<file path="config.mk">
export PLATFORM = sky130hd
export DESIGN_NAME = operand_fetch
export DESIGN_NICKNAME = d
export VERILOG_FILES = /design/src/rtl/operand_fetch.sv
export SDC_FILE = /design/constraint.sdc
export NUM_CORES = 1
export LEC_CHECK = 0
export ABC_AREA = 1
export CORE_UTILIZATION = 35
export CTS_BUF_LIST = sky130_fd_sc_hd__clkbuf_16
export DETAILED_ROUTE_END_ITERATION = 8
export GPL_TIMING_DRIVEN = 0
export PLACE_DENSITY_LB_ADDON = 0.05
export SLEW_MARGIN = 10
export SYNTH_ARGS = -nofsm -noshare
export SYNTH_HDL_FRONTEND = slang
export SYNTH_SLANG_ARGS = --single-unit
</file>
<file path="constraint.sdc">
create_clock -name clk -period 2.5 [get_ports clk]
set_input_delay 0.375 -clock clk [delete_from_list [all_inputs] [get_ports clk]]
set_output_delay 0.375 -clock clk [all_outputs]
set_load 0.01 [all_outputs]
</file>
<file path="src/rtl/operand_fetch.sv">
// operand_fetch: RV32I decode / operand-fetch stage between fetch and execute.
//
// Decodes register fields and the immediate, drives the register-file read
// indices, takes the read data with a same-cycle writeback bypass, and blocks
// RAW/WAW hazards with a 32-entry busy scoreboard. Results go to execute
// through a valid/ready ID/EX register.
//
// Ports:
//   clk, rst              clock, synchronous active-high reset
//   in_valid/in_ready     fetch handshake; in_pc, in_instr carry the instruction
//   ra1, ra2              register-file read indices (combinational)
//   rd1, rd2              register-file read data (pre-write contents)
//   wb_en/wb_addr/wb_data writeback port, also used for the bypass
//   flush                 kill the ID/EX entry
//   out_valid/out_ready   ID/EX handshake
//   out_pc, out_op1, out_op2, out_imm, out_rd, out_rd_wen, out_illegal
module operand_fetch (
  input  logic        clk,
  input  logic        rst,
  input  logic        in_valid,
  output logic        in_ready,
  input  logic [31:0] in_pc,
  input  logic [31:0] in_instr,
  output logic [4:0]  ra1,
  output logic [4:0]  ra2,
  input  logic [31:0] rd1,
  input  logic [31:0] rd2,
  input  logic        wb_en,
  input  logic [4:0]  wb_addr,
  input  logic [31:0] wb_data,
  input  logic        flush,
  output logic        out_valid,
  input  logic        out_ready,
  output logic [31:0] out_pc,
  output logic [31:0] out_op1,
  output logic [31:0] out_op2,
  output logic [31:0] out_imm,
  output logic [4:0]  out_rd,
  output logic        out_rd_wen,
  output logic        out_illegal
);

  typedef enum logic [2:0] {ImmNone, ImmI, ImmS, ImmB, ImmU, ImmJ} imm_fmt_e;

  logic [6:0]  opcode;
  logic [4:0]  rs1, rs2, rd;
  logic        use_rs1, use_rs2, write_rd, illegal;
  imm_fmt_e    imm_fmt;
  logic [31:0] imm;
  logic        rd_wen;
  logic [31:0] op1, op2;

  logic        out_valid_q, out_rd_wen_q, out_illegal_q;
  logic [31:0] out_pc_q, out_op1_q, out_op2_q, out_imm_q;
  logic [4:0]  out_rd_q;

  // Bit 0 is never set: out_rd_wen is never raised for x0.
  logic [31:0] busy_q, busy_d, wb_mask, busy_eff;
  logic        out_hs, hazard, accept;
  logic        conf_rs1, conf_rs2, conf_rd;

  assign opcode = in_instr[6:0];
  assign rs1    = in_instr[19:15];
  assign rs2    = in_instr[24:20];
  assign rd     = in_instr[11:7];
  assign ra1    = rs1;
  assign ra2    = rs2;

  always_comb begin
    use_rs1  = 1'b0;
    use_rs2  = 1'b0;
    write_rd = 1'b0;
    illegal  = 1'b0;
    imm_fmt  = ImmNone;
    case (opcode)
      7'b0110111, 7'b0010111: begin write_rd = 1'b1; imm_fmt = ImmU; end
      7'b1101111:             begin write_rd = 1'b1; imm_fmt = ImmJ; end
      7'b1100111, 7'b0000011, 7'b0010011: begin
        use_rs1  = 1'b1;
        write_rd = 1'b1;
        imm_fmt  = ImmI;
      end
      7'b1100011: begin use_rs1 = 1'b1; use_rs2 = 1'b1; imm_fmt = ImmB; end
      7'b0100011: begin use_rs1 = 1'b1; use_rs2 = 1'b1; imm_fmt = ImmS; end
      7'b0110011: begin use_rs1 = 1'b1; use_rs2 = 1'b1; write_rd = 1'b1; end
      default:    illegal = 1'b1;
    endcase
  end

  always_comb begin
    imm = '0;
    case (imm_fmt)
      ImmI: imm = {{20{in_instr[31]}}, in_instr[31:20]};
      ImmS: imm = {{20{in_instr[31]}}, in_instr[31:25], in_instr[11:7]};
      ImmB: imm = {{19{in_instr[31]}}, in_instr[31], in_instr[7], in_instr[30:25],
                   in_instr[11:8], 1'b0};
      ImmU: imm = {in_instr[31:12], 12'b0};
      ImmJ: imm = {{11{in_instr[31]}}, in_instr[31], in_instr[19:12], in_instr[20],
                   in_instr[30:21], 1'b0};
      default: imm = '0;
    endcase
  end

  assign rd_wen = write_rd && (rd != 5'd0);

  // The register file does not hardwire x0, so index 0 reads are forced here.
  assign op1 = (rs1 == 5'd0) ? 32'd0 :
               (wb_en && (wb_addr == rs1)) ? wb_data : rd1;
  assign op2 = (rs2 == 5'd0) ? 32'd0 :
               (wb_en && (wb_addr == rs2)) ? wb_data : rd2;

  // A writeback this cycle releases its register for the instruction being accepted.
  assign wb_mask  = wb_en ? (32'd1 << wb_addr) : 32'd0;
  assign busy_eff = busy_q & ~wb_mask;
  assign out_hs   = out_valid_q && out_ready;

  // The entry sitting in ID/EX has not set its busy bit yet, so match it directly.
  assign conf_rs1 = use_rs1 && (rs1 != 5'd0) &&
                    (busy_eff[rs1] || (out_valid_q && out_rd_wen_q && (out_rd_q == rs1)));
  assign conf_rs2 = use_rs2 && (rs2 != 5'd0) &&
                    (busy_eff[rs2] || (out_valid_q && out_rd_wen_q && (out_rd_q == rs2)));
  assign conf_rd  = rd_wen &&
                    (busy_eff[rd] || (out_valid_q && out_rd_wen_q && (out_rd_q == rd)));
  assign hazard   = conf_rs1 || conf_rs2 || conf_rd;

  assign in_ready = !rst && !flush && !hazard && (!out_valid_q || out_ready);
  assign accept   = in_valid && in_ready;

  // Clear first, then set, so an issue wins over a same-index writeback.
  always_comb begin
    busy_d = busy_q & ~wb_mask;
    if (out_hs && out_rd_wen_q) begin
      busy_d[out_rd_q] = 1'b1;
    end
    busy_d[0] = 1'b0;
  end

  always_ff @(posedge clk) begin
    if (rst) begin
      busy_q        <= '0;
      out_valid_q   <= 1'b0;
      out_pc_q      <= '0;
      out_op1_q     <= '0;
      out_op2_q     <= '0;
      out_imm_q     <= '0;
      out_rd_q      <= '0;
      out_rd_wen_q  <= 1'b0;
      out_illegal_q <= 1'b0;
    end else begin
      busy_q <= busy_d;
      if (flush) begin
        out_valid_q <= 1'b0;
      end else if (accept) begin
        out_valid_q   <= 1'b1;
        out_pc_q      <= in_pc;
        out_op1_q     <= op1;
        out_op2_q     <= op2;
        out_imm_q     <= imm;
        out_rd_q      <= rd;
        out_rd_wen_q  <= rd_wen;
        out_illegal_q <= illegal;
      end else if (out_hs) begin
        out_valid_q <= 1'b0;
      end
    end
  end

  assign out_valid   = out_valid_q;
  assign out_pc      = out_pc_q;
  assign out_op1     = out_op1_q;
  assign out_op2     = out_op2_q;
  assign out_imm     = out_imm_q;
  assign out_rd      = out_rd_q;
  assign out_rd_wen  = out_rd_wen_q;
  assign out_illegal = out_illegal_q;

endmodule

</file>
==> run summary <==
Pleak: 0.00608 µW
post-route setup slack: 11.2 ps
wire per inst: 19.4 µm
top cell type by total area after synthesis: dfxtp_1
post-DP HPWL: 34200 µm
CTS root buffer: clkbuf_16
Layout Nets: 2138
Clock Path Buffers: 2
Power per Cell Area: 479 nW/µm²
chip height: 170 µm
clock skew: 16.9 ps
register area share after synthesis: 34.0%
1st-iter DRT viols: 1040
DIE AREA: 28700 µm²
fmax: 402 MHz
min Tclk post-route: 2490 ps
Slew @ Worst Pin: 1370 ps
Die Width: 170 µm
CTS Buf Count: 17
Netlist cell types: 30
CP max FO: 10
worst-skew pair later-pin latency: 440 ps
most common cell after layout, fill and taps aside: nand2_1
row count: 60
Seq cells post-synth: 167
reg-to-reg slack, setup: 160 ps
r2r worst-path depth: 16
data required time of the worst path: 2120 ps
delay-heaviest family, CP: simple AND/OR/NAND/NOR gates
Max stage delay on crit path: 210 ps
crit start category: input port
filler cell count: 2803
RSZ-0062 raised after global routing: yes
end of the worst hold path: busy_q[12]$_SDFF_PP0_
Vias/cell: 5.30
DP Worst Slack: -1580 ps
top post-synthesis cells by area: dfxtp_1 (34%), nand2_1 (14%), nand3_1 (14%), a21oi_1 (10%), nor2_1 (7.9%)
Final Hold Fails: 0
vias in the first global route: 11455
port buffer count: 309
clk slew on worst S/H paths: 70 ps
Area growth syn-to-layout: 54.2%
drc violations: 0
post-layout util: 55.6%
worst hold path type: input port to flip-flop
Hold-fix buffers, CTS: 0
CP arrival: 2110 ps
critical path's slowest cell: nand4_1
status: complete, no violations
first-pass GRT wire length: 67200 µm
CP bufs+invs: 4
Max Slew Vio Count: 0
layout cell share with drive strength beyond 1: 15.0%
syn_nets: 1763
area of the core: 27300 µm²
setup violators final: 0
WP depth: 15
VDD IR-drop max: 275 µV
drt first pass iters: 5
clock sinks: 167
critical register-to-register path endpoint: out_pc[18]$_SDFFE_PP0P_
CTS tree: built
io pins: 318
period utilization: 99.6%
total number of vias: 12454
Initial Utilization: 36.0%
total inserted antenna cells: 0
kind of end point of the critical path: output pin
number of max-cap violations: 0
H-tree Lvls: 4
Final GP Congestion: 0.974
depth of the worst hold-timing path: 2
All-Layer GR Usage: 31.0%
pin count of the biggest net entering global routing: 18
initial antenna violation count: 0
cell mode on critical path: nand3_1
Setup CP Type: input port to output pin
final wirelength: 45600 µm
FF-to-FF Start: busy_q[31]$_SDFF_PP0_
Syn Inst Count: 1592
warnings from Yosys: 0
Max transition margin: 7.68%
Synth Cell Area: 9820 µm²
Critical Path, Cell by Cell: buf_16, nor2_4, nand4_1, buf_4, nand2_1, nand2_1, nand3_1, nand3_1, nand3_1, nand3_2, nand2_2, nand2_2, nor2_4, buf_12, buf_6
Synth Area per Inst: 6.17 µm²
share of the synthesized area in the top cell type: 34.0%
commonest cells after routing, fill and taps aside: nand2_1 (339), clkdlybuf4s50_1 (286), nand3_1 (235), a21oi_1 (196), nor2_1 (178)
Antenna Violating Nets Remaining: 0
Congestion Overflow GR: 0
min-delay src: rst
power by group:
group / leakage, µW / switching [µW] / internal [µW]
Clock: 0.000257 / 1320 / 1310
Sequential: 0.00136 / 74.6 / 2780
Combinational: 0.00446 / 947 / 824
Yosys cell counts:
cell type and count:
o21a_1 10, o211ai_1 37, o221ai_1 1, o21ai_0 13, xnor2_1 3, a211oi_1 3, a22oi_1 4, a31oi_1 2
a221oi_1 8, inv_1 123, nand4_1 8, o22ai_1 9, nor2_1 207, nor3_1 17, nor2_4 1, buf_6 2
nor2_2 2, a21oi_1 198, nand2_1 365, buf_1 24, a21boi_0 5, a31o_2 1, dfxtp_1 167, inv_2 8
buf_4 30, clkbuf_1 49, clkinv_1 3, nand3_1 268, nor3_2 1, buf_2 23
area by class of cell:
type | count | area, µm² | share of cell area (%)
buffer | 123 | 786 | 5.19
clock buffer | 17 | 425 | 2.81
clock inverter | 15 | 136 | 0.901
inverter | 134 | 539 | 3.56
multi-input combinational | 1163 | 5870 | 38.8
sequential | 167 | 3350 | 22.1
tap | 372 | 465 | 3.07
timing repair buffer | 360 | 3560 | 23.5
timing repair inverter | 1 | 7.51 | 0.0496
flip-flops by register name (all words and copies together), names as in the netlist:
| name | count |
|---|---|
| out_valid | 1 |
| out_rd | 5 |
| out_pc | 32 |
| out_illegal | 1 |
| busy_q | 31 |
| out_op2 | 32 |
| out_rd_wen | 1 |
| out_op1 | 32 |
| out_imm | 32 |
what timing repair did:
item | in CTS | in global routing
cloned | 5 | 0
hold endpoints to repair | 0 | 0
setup endpoints to repair | 138 | 93
setup buffers | 37 | 10
pin swaps | 46 | 37
gates resized for setup | 237 | 63
how the worst max path moves through the flow:
stage	from	endpoint	slack (ps)
finish	wb_addr[0]	in_ready	10
global placement	wb_addr[4]	in_ready	-1620
CTS	wb_en	in_ready	-50
floorplan	wb_addr[0]	in_ready	150
detailed placement	wb_addr[4]	in_ready	-1580
global route	wb_addr[2]	in_ready	-70
metrics by stage:
step	cells	setup TNS (ps)	instance area (µm²)	hold slack [ps]	total power, µW
floorplan	1592	0	9820	472	3650
global placement	2273	-134720	13400	458	4490
detailed placement	2273	-132650	13400	466	4490
CTS	2343	-47.1	14900	309	7220
global route	2352	-98.3	15100	340	7540
finish	2352	0	15100	333	7260
metal layers:
layer / wire length (µm) / global-route usage, % / vias up
li1: - / - / 5999
met1: 19700 / 40.6 / 5734
met2: 20600 / 50.1 / 614
met3: 3790 / 6.09 / 107
met4: 1500 / 12.0 / 0
met5: 0 / 0 / -
cell families (layout without fill, tap and decap cells):
family,after synthesis,count (layout),share of synthesized area [%]
buf+inv,262,650,11.6
simple gates,869,869,37.2
xor+xnor,3,3,0.268
flops,167,167,34.0
compound gates,291,291,16.9
No activity file was read; power rests on OpenSTA's default activity.
